File: src/rtl/aes_pkg.sv
// Shared AES constants, FSM state type and affine transforms for the iterative S-box.
package aes_pkg;

  localparam logic [7:0]  GF_POLY   = 8'h1B;
  localparam logic [7:0]  AFF_C     = 8'h63;
  localparam logic [7:0]  INV_AFF_D = 8'h05;
  localparam int unsigned EXP_STEPS = 13;

  typedef enum logic [0:0] {IDLE, EXP} state_e;

  // Rotate-left form: bit i of rotl(a, n) is a[(i - n) % 8].
  function automatic logic [7:0] fwd_affine(logic [7:0] a);
    return a ^ {a[6:0], a[7]} ^ {a[5:0], a[7:6]} ^ {a[4:0], a[7:5]} ^ {a[3:0], a[7:4]} ^ AFF_C;
  endfunction

  function automatic logic [7:0] inv_affine(logic [7:0] a);
    return {a[6:0], a[7]} ^ {a[4:0], a[7:5]} ^ {a[1:0], a[7:2]} ^ INV_AFF_D;
  endfunction

endpackage

File: src/rtl/sbox_iter_00_if.sv
// Byte-wide S-box request/response bundle between SubBytes controller and responder.
interface sbox_iter_00_if;

  logic       start_i;
  logic       decrypt_i;
  logic [7:0] data_i;
  logic       ready_o;
  logic       busy_o;
  logic [7:0] data_o;

  modport master (
    output start_i,
    output decrypt_i,
    output data_i,
    input  ready_o,
    input  busy_o,
    input  data_o
  );

  modport slave (
    input  start_i,
    input  decrypt_i,
    input  data_i,
    output ready_o,
    output busy_o,
    output data_o
  );

endinterface

File: src/rtl/gf256_mul.sv
// Combinational GF(2^8) multiplier, polynomial 0x11B, shift-and-add with conditional reduction.
module gf256_mul
  import aes_pkg::*;
(
  input  logic [7:0] a_i,
  input  logic [7:0] b_i,
  output logic [7:0] p_o
);

  always_comb begin
    logic [7:0] aa;
    logic [7:0] bb;
    logic [7:0] p;
    aa = a_i;
    bb = b_i;
    p  = 8'h00;
    for (int unsigned i = 0; i < 8; i++) begin
      if (bb[0]) begin
        p = p ^ aa;
      end
      aa = {aa[6:0], 1'b0} ^ (aa[7] ? GF_POLY : 8'h00);
      bb = {1'b0, bb[7:1]};
    end
    p_o = p;
  end

endmodule

File: src/rtl/sbox_iter_00.sv
// Iterative AES S-box responder: x^254 via square-and-multiply on one shared GF multiplier.
module sbox_iter_00
  import aes_pkg::*;
(
  input  logic           clk,
  input  logic           reset,
  sbox_iter_00_if.slave  bus
);

  localparam logic [3:0] LAST_STEP = 4'(EXP_STEPS - 1);

  state_e     state_q, state_d;
  logic [3:0] step_q, step_d;
  logic [7:0] base_q, base_d;
  logic [7:0] acc_q, acc_d;
  logic       dir_q, dir_d;
  logic [7:0] data_q, data_d;
  logic       ready_q, ready_d;

  logic [7:0] mul_b;
  logic [7:0] mul_p;
  logic [7:0] start_val;

  // Even steps square the accumulator, odd steps multiply in the base.
  assign mul_b = step_q[0] ? base_q : acc_q;

  gf256_mul u_mul (
    .a_i (acc_q),
    .b_i (mul_b),
    .p_o (mul_p)
  );

  assign start_val = bus.decrypt_i ? inv_affine(bus.data_i) : bus.data_i;

  always_comb begin
    state_d = state_q;
    step_d  = step_q;
    base_d  = base_q;
    acc_d   = acc_q;
    dir_d   = dir_q;
    data_d  = data_q;
    ready_d = 1'b0;
    unique case (state_q)
      IDLE: begin
        if (bus.start_i) begin
          base_d  = start_val;
          acc_d   = start_val;
          dir_d   = bus.decrypt_i;
          step_d  = 4'd0;
          state_d = EXP;
        end
      end
      EXP: begin
        acc_d  = mul_p;
        step_d = step_q + 4'd1;
        if (step_q == LAST_STEP) begin
          data_d  = dir_q ? mul_p : fwd_affine(mul_p);
          ready_d = 1'b1;
          state_d = IDLE;
        end
      end
      default: state_d = IDLE;
    endcase
  end

  always_ff @(posedge clk or negedge reset) begin
    if (!reset) begin
      state_q <= IDLE;
      step_q  <= 4'd0;
      base_q  <= 8'h00;
      acc_q   <= 8'h00;
      dir_q   <= 1'b0;
      data_q  <= 8'h00;
      ready_q <= 1'b0;
    end else begin
      state_q <= state_d;
      step_q  <= step_d;
      base_q  <= base_d;
      acc_q   <= acc_d;
      dir_q   <= dir_d;
      data_q  <= data_d;
      ready_q <= ready_d;
    end
  end

  assign bus.ready_o = ready_q;
  assign bus.busy_o  = (state_q == EXP);
  assign bus.data_o  = data_q;

endmodule

File: src/flat_wrapper.sv
// flat-port wrapper written by rule: the top's interface ports become plain ports
module sbox_iter_00_flat import aes_pkg::*;
  (clk, reset, bus_start_i, bus_decrypt_i, bus_data_i, bus_ready_o, bus_busy_o, bus_data_o);
  sbox_iter_00_if bus_i ();
  input  logic clk;
  input  logic reset;
  input wire logic [$bits(bus_i.start_i)-1:0] bus_start_i;
  input wire logic [$bits(bus_i.decrypt_i)-1:0] bus_decrypt_i;
  input wire logic [$bits(bus_i.data_i)-1:0] bus_data_i;
  output wire logic [$bits(bus_i.ready_o)-1:0] bus_ready_o;
  output wire logic [$bits(bus_i.busy_o)-1:0] bus_busy_o;
  output wire logic [$bits(bus_i.data_o)-1:0] bus_data_o;
  assign bus_i.start_i = bus_start_i;
  assign bus_i.decrypt_i = bus_decrypt_i;
  assign bus_i.data_i = bus_data_i;
  assign bus_ready_o = bus_i.ready_o;
  assign bus_busy_o = bus_i.busy_o;
  assign bus_data_o = bus_i.data_o;
  sbox_iter_00 u_core (.clk(clk), .reset(reset), .bus(bus_i));
endmodule
File: config.mk
export PLATFORM = sky130hd
export DESIGN_NAME = sbox_iter_00_flat
export DESIGN_NICKNAME = d
export VERILOG_FILES = /design/src/rtl/aes_pkg.sv /design/src/rtl/sbox_iter_00_if.sv /design/src/rtl/gf256_mul.sv /design/src/rtl/sbox_iter_00.sv /design/src/flat_wrapper.sv
export SDC_FILE = /design/constraint.sdc
export NUM_CORES = 1
export LEC_CHECK = 0
export CORE_ASPECT_RATIO = 1.2
export CORE_MARGIN = 1
export CORE_UTILIZATION = 40
export CTS_CLUSTER_DIAMETER = 80
export DETAILED_ROUTE_END_ITERATION = 6
export GPL_TIMING_DRIVEN = 0
export SYNTH_ARGS = -nofsm -noshare
export SYNTH_HDL_FRONTEND = slang
export SYNTH_SLANG_ARGS = --single-unit
File: constraint.sdc
create_clock -name clk -period 3.4 [get_ports clk]
set_clock_uncertainty 0.2 [all_clocks]
set_input_delay 0.68 -clock clk [delete_from_list [all_inputs] [get_ports clk]]
set_output_delay 0.68 -clock clk [all_outputs]
set_load 0.02 [all_outputs]
# Word-level counts from Yosys, hierarchy flattened
# Index checks and enable logic that the tools add are counted.
# W data, S select, Z words.
[word_totals] out_inout_bits=10 in_bits=12 reg_bits=31
[classes] addsub=1 n_eq_ne=2 muxes=27 n_reduce_logical=2 bitwise_logic=23
[op_table] cell="$xor A8 B8 Y8" n=13
[op_table] cell="$mux W8" n=12
[op_table] cell="$xor A8 B5 Y8" n=7
[op_table] cell="$mux W5" n=7
[op_table] cell="$pmux W8 S2" n=1
[op_table] cell="$pmux W4 S2" n=1
[op_table] cell="$add A4 B1 Y4 const B" n=1
[op_table] cell="$eq A4 B4 Y1 const B" n=1
[op_table] cell="$mux W1" n=4
[op_table] cell="$mux W4" n=1
[op_table] cell="$not A4 Y4" n=1
[op_table] cell="$reduce_and A2 Y1" n=2
[op_table] cell="$ne A2 B2 Y1 const B" n=1
[op_table] cell="$not A2 Y2" n=1
[op_table] cell="$pmux W1 S2" n=1
[op_table] cell="$not A1 Y1" n=1

# Logic depth before layout (Yosys ltp)
[depth] word_depth=22 mapped_depth=12

# Modules after synthesis
# A second synthesis with hierarchy kept.
[unflattened] hier_cells=390 hier_area_um2=3289.4
[by_module_without_submodules] mod="sbox_iter_00" n_inst=1 cells_each=213 area_each_um2=1969.4
[by_module_without_submodules] mod="gf256_mul" n_inst=1 cells_each=177 area_each_um2=1320.0

# Least setup slack after synthesis
# No wires, ideal clock.
[synth_path] path_type="flip-flop to flip-flop" start="register u_core.acc_q[6]" end="register u_core.data_q[4] (netlist: u_core.bus.data_o[4])" path_stages_with_launch=11 path_slack_ns=0.123 arrival_ns=2.995 period_less_slack_ns=3.277 path_buffers=1 required_time_ns=3.118 cell_sequence="dfrtp_1 > buf_6 > xnor3_1 > xor2_1 > and2b_1 > xnor3_1 > xnor3_2 > xor2_2 > xnor3_1 > or3_1 > a31oi_1"
[synth_between] elab_chain_cells=20 word_cells_on_any_way=28
[synth_lines] item="from (decl)" line="sbox_iter_00.sv:15" source="logic [7:0] acc_q, acc_d;"
[synth_lines] item="from (signal assigned)" line="sbox_iter_00.sv:71" source="acc_q <= 8'h00;"
[synth_lines] item="from (signal assigned)" line="sbox_iter_00.sv:79" source="acc_q <= acc_d;"
[synth_lines] item="$xor A8 B5 Y8" line="gf256_mul.sv:21" source="aa = {aa[6:0], 1'b0} ^ (aa[7] ? GF_POLY : 8'h00);"
[synth_lines] item="$mux W5" line="gf256_mul.sv:21"
[synth_lines] item="$xor A8 B5 Y8" line="gf256_mul.sv:21"
[synth_lines] item="$xor A8 B8 Y8" line="gf256_mul.sv:19" source="p = p ^ aa;"
[synth_lines] item="$mux W8" line="gf256_mul.sv:18" source="if (bb[0]) begin"
[synth_lines] item="$xor A8 B8 Y8" line="gf256_mul.sv:19"
[synth_lines] item="$mux W8" line="gf256_mul.sv:18"
[synth_lines] item="$xor A8 B8 Y8" line="gf256_mul.sv:19"
[synth_lines] item="$mux W8" line="gf256_mul.sv:18"
[synth_lines] item="$xor A8 B8 Y8" line="gf256_mul.sv:19"
[synth_lines] item="$mux W8" line="gf256_mul.sv:18"
[synth_lines] item="$xor A8 B8 Y8" line="gf256_mul.sv:19"
[synth_lines] item="$mux W8" line="gf256_mul.sv:18"
[synth_lines] item="$xor A8 B8 Y8" line="gf256_mul.sv:19"
[synth_lines] item="$mux W8 *" line="gf256_mul.sv:18"
[synth_lines] item="$xor A8 B8 Y8 (4 in series)" line="aes_pkg.sv:13" source="return a ^ {a[6:0], a[7]} ^ {a[5:0], a[7:6]} ^ {a[4:0], a[7:5]} ^ {a[3:0], a[7:4]} ^ AFF_C;"
[synth_lines] item="$mux W8 *" line="sbox_iter_00.sv:57" source="data_d = dir_q ? mul_p : fwd_affine(mul_p);"
[synth_lines] item="to (signal assigned)" line="sbox_iter_00.sv:81" source="data_q <= data_d;"
[synth_lines] item="to (decl)" line="sbox_iter_00.sv:17" source="logic [7:0] data_q, data_d;"
# Every way passes the cells marked *; elsewhere a longest branch is shown, timed or not.
# A chain may end at the register's enable or synchronous reset.

# Worst setup path after layout
[layout_path] start="register u_core.step_q[0]" end="register u_core.data_q[1] (netlist: u_core.bus.data_o[1])"
[layout_between] elab_chain_cells=22 word_cells_on_any_way=24
[layout_lines] item="from (decl)" line="sbox_iter_00.sv:13" source="logic [3:0] step_q, step_d;"
[layout_lines] item="from (signal assigned)" line="sbox_iter_00.sv:77" source="step_q <= step_d;"
[layout_lines] item="$mux W8" line="sbox_iter_00.sv:25" source="assign mul_b = step_q[0] ? base_q : acc_q;"
[layout_lines] item="$mux W8" line="gf256_mul.sv:18"
[layout_lines] item="$xor A8 B8 Y8" line="gf256_mul.sv:19"
[layout_lines] item="$mux W8" line="gf256_mul.sv:18"
[layout_lines] item="$xor A8 B8 Y8" line="gf256_mul.sv:19"
[layout_lines] item="$mux W8" line="gf256_mul.sv:18"
[layout_lines] item="$xor A8 B8 Y8" line="gf256_mul.sv:19"
[layout_lines] item="$mux W8" line="gf256_mul.sv:18"
[layout_lines] item="[3 not listed]"
[layout_lines] item="$mux W8" line="gf256_mul.sv:18"
[layout_lines] item="$xor A8 B8 Y8" line="gf256_mul.sv:19"
[layout_lines] item="$mux W8" line="gf256_mul.sv:18"
[layout_lines] item="$xor A8 B8 Y8" line="gf256_mul.sv:19"
[layout_lines] item="$mux W8" line="gf256_mul.sv:18"
[layout_lines] item="$xor A8 B8 Y8 (4 in series)" line="aes_pkg.sv:13"
[layout_lines] item="$not A4 Y4 (no line)"
[layout_lines] item="$mux W8" line="sbox_iter_00.sv:57"
# Parallel ways exist; a longest one is shown, timed or not.

==> flow_summary.yaml <==
finish:
  layout.nets: 464
  area_growth_syn_to_layout_pct: 26.69
  commonest_cells_after_routing_fill_and_taps_aside: "nand2_1 (48), xnor2_1 (42), nor2_1 (33)"
  layout_commonest_cell: "nand2_1"
  multi_input_comb_area_um2: 2795
  fin_cells: 568
  final_layout_size_suffix_gt1_frac: 0.2306
  n_fill_cell: 783
  diodes: 0
  regArea_um2: 775.7
yosys:
  synth.cell_area_um2: 3516
  ys.warnings.count: 0
  yosys_most_used_dff: "dfrtp_1"
  synth_edf_count: 0
  seq_area_frac_synth: 0.2206
  synth.avg_cell_area_um2: 8.834
  yosys.area_share.simple: 0.1555
  synth.net_count: 412
  synthXorXnorAreaFrac: 0.3093
  synth_seq_cells: 31
  synth_compound_area_frac: 0.1477
  synth_cells: 398
  post_synth_fa_ha_maj_area_fraction: 0.007117
  postSynth.asyncResetShare: 1.000
  largest_family_of_logic_cells_by_synthesized_area: "XOR/XNOR gates"
  muxShareOfSynthArea: 0.1050
  netlist-cell-type-count: 54
grt:
  number_of_antenna_violations_at_the_first_check_in_global_routing: 0
  grt_first_pass_wirelength_um: 15860
  grt_overflow: 0
  grt_use_total: 0.2297
  grt_pass1_vias: 2937
  grt_start_max_net_pins: 32
setup_path:
  critical_path_arrival_ns: 3.35
  required_time_of_the_critical_path_ns: 3.39
  r2r_end: "u_core.bus.data_o[1]"
  worst_r2r_path_depth: 10
  crit_chain: "buf_12, buf_8, mux2_2, nand2_1, xnor2_1, xnor3_2, xor2_4, xnor3_1, o21a_1, o31ai_1"
  crit_buf_inv: 2
  critical-path-slowest-cell: "xnor3_2"
  critPathKind: "flop to flop"
  r2r-start: "u_core.step_q[0]"
  worst_path_largest_cell_delay_ns: 0.51
  regToRegSetupSlack_ns: 0.05
  critical_path.max_fanout: 10
  critPathCaptureType: "flop"
  timing.critical_path.max_delay_family: "XOR/XNOR gates"
  setup.worst_path.start_class: "flop"
die:
  initial_utilization: 0.4105
  die_area_um2: 9170
  die_y_um: 104.7
  num_rows: 37
  area_inside_the_core_boundary_um2: 8564
  pin_count: 22
  chipWidth_um: 87.59
placed_design:
  dp.cells: 535
  gp_congestion: 0.8845
  placed_wire_length_estimate_after_detailed_placement_um: 7252
  place_worst_setup_slack_ns: -0.3647
  port_buffers: 20
clock_tree:
  cts_inserted_buffers: 5
  clk_pin_slew_ns: 0.07
  clock-root-buffer: "clkbuf_8"
  cts_max_level: 2
  clock_tree_from_tritoncts: "yes"
  cts_buffer_depth: 2
  worstSkewPairLatency_ns: 0.29
  clock_sinks: 31
run_status:
  status: "finished, final reports clean"
sta:
  timing.fmax_mhz: 298.1
  post-route-period-util: 0.9866
  final-max-slew-violation-count: 0
  timing.final.setup_violations: 0
  layout_min_cycle_time_ns: 3.354
  rsz_0062_raised_after_global_routing: "yes"
  fin_setup_tns_ns: 0
  final_hold_viol_count: 0
  maxSlewHeadroom: 0.5215
  transition_time_at_the_pin_with_the_least_slew_margin_ns: 0.7178
  fin_ws_ns: 0.04561
route:
  drtIter0Drc: 247
  route.detailed.drc: 0
  wl_met1_um: 4103
  wl_met2_um: 5104
  via_count: 3181
  first_pass_iters: 4
  met3RoutedLength_um: 445
  antenna_left: 0
  wl_per_cell_um: 17.90
  top_layer_used: "met4"
  wirelength_um: 10170
  vias_per_cell: 5.600
job:
  max-cap-violations: 0
hold_path:
  worstHoldPathType: "input pin to asynchronous set/reset pin"
[cells in the mapped netlist, types with 3 or more instances]
cell | count | area (µm²)
nand2_1 | 48 | 180.2
xnor2_1 | 46 | 402.9
nor2_1 | 34 | 127.6
dfrtp_1 | 31 | 775.7
o21ai_0 | 31 | 155.2
mux2i_1 | 24 | 240.2
xnor3_1 | 20 | 450.4
buf_2 | 13 | 65.06
a21oi_1 | 12 | 60.06
xor2_1 | 12 | 105.1
clkbuf_1 | 11 | 41.29
nor3_1 | 10 | 50.05
mux2_2 | 9 | 101.4
nand3_1 | 8 | 40.04
inv_1 | 5 | 18.77
o31ai_1 | 5 | 37.54
a31oi_1 | 4 | 25.02
nand2b_1 | 4 | 25.02
nand4_1 | 4 | 25.02
o211ai_1 | 4 | 30.03
o21a_1 | 4 | 30.03
o221ai_1 | 4 | 35.03
xnor2_2 | 4 | 65.06
a211oi_1 | 3 | 22.52
and2_1 | 3 | 18.77
buf_1 | 3 | 11.26
buf_6 | 3 | 33.78
clkinv_1 | 3 | 11.26
nor2b_1 | 3 | 18.77
o22ai_1 | 3 | 18.77
[flip-flops by register name (all words and copies together) (netlist names)]
register	cells
u_core.bus.busy_o	1
u_core.acc_q	8
u_core.bus.ready_o	1
u_core.bus.data_o	8
u_core.step_q	4
u_core.base_q	8
u_core.dir_q	1
[cells by family (layout without fill, tap and decap cells)]
kind of cell,after synthesis,in the layout
buffers and inverters,40,92
xor gates and xnor gates,85,85
muxes,35,36
AOI/OAI and AO/OA,83,83
adders and majority gates,2,2
and+or+nand+nor,122,122
DFF,31,31
[layer usage]
layer  GRT usage  vias to the layer above
met5           0                        -
met4      0.1159                        0
met3     0.02291                       34
met2      0.3884                      100
met1      0.2864                     1545
li1            -                     1502
[cell type report]
class / count / area share
Multi-Input combinational cell: 328 / 0.6275
Sequential cell: 31 / 0.1742
Timing Repair Buffer: 44 / 0.08511
Buffer: 31 / 0.05225
Tap cell: 117 / 0.03287
Clock buffer: 5 / 0.01545
Inverter: 9 / 0.009270
Clock inverter: 3 / 0.003371
[metrics by stage]
stage / hold slack (ns) / util / cell area (µm²)
5_1_grt: 0.2858 / 0.5201 / 4454
3_3_place_gp: 0.2608 / 0.4510 / 3862
2_1_floorplan: 0.1844 / - / 3516
4_1_cts: 0.2570 / 0.4801 / 4111
3_5_place_dp: 0.2688 / 0.4504 / 3857
6_report: 0.2375 / 0.5201 / 4454
[timing repair]
item,CTS,global route
hold endpoints to repair,0,0
gates resized for setup,27,57
pin swaps,5,13
endpoints found under the setup margin,8,8
hold buffers,0,0
cloned,0,1
setup buffers,7,17
[worst register-to-register path: stages (launching register included)]
cell and delay [ns]:
dfrtp_1 0.39, buf_12 0.15, buf_8 0.15, mux2_2 0.41, nand2_1 0.13, xnor2_1 0.15
xnor3_2 0.51, xor2_4 0.33, xnor3_1 0.47, o21a_1 0.18, o31ai_1 0.21
[how the worst max path moves through the flow]
stage | slack (ns) | cells past startpoint | end | startpoint
global route | -0.06 | 12 | u_core.bus.data_o[3] | u_core.step_q[0]
global placement | -0.33 | 12 | u_core.bus.data_o[1] | u_core.step_q[0]
CTS | -0.04 | 10 | u_core.bus.data_o[4] | u_core.acc_q[2]
floorplan | 0.12 | 10 | u_core.bus.data_o[4] | u_core.acc_q[6]
detailed placement | -0.36 | 11 | u_core.bus.data_o[4] | u_core.acc_q[2]
finish | 0.05 | 10 | u_core.bus.data_o[1] | u_core.step_q[0]
Power is left out: the tool's default activity adds up to more than one toggle a clock period on the data nets, which glitch-free logic cannot reach.
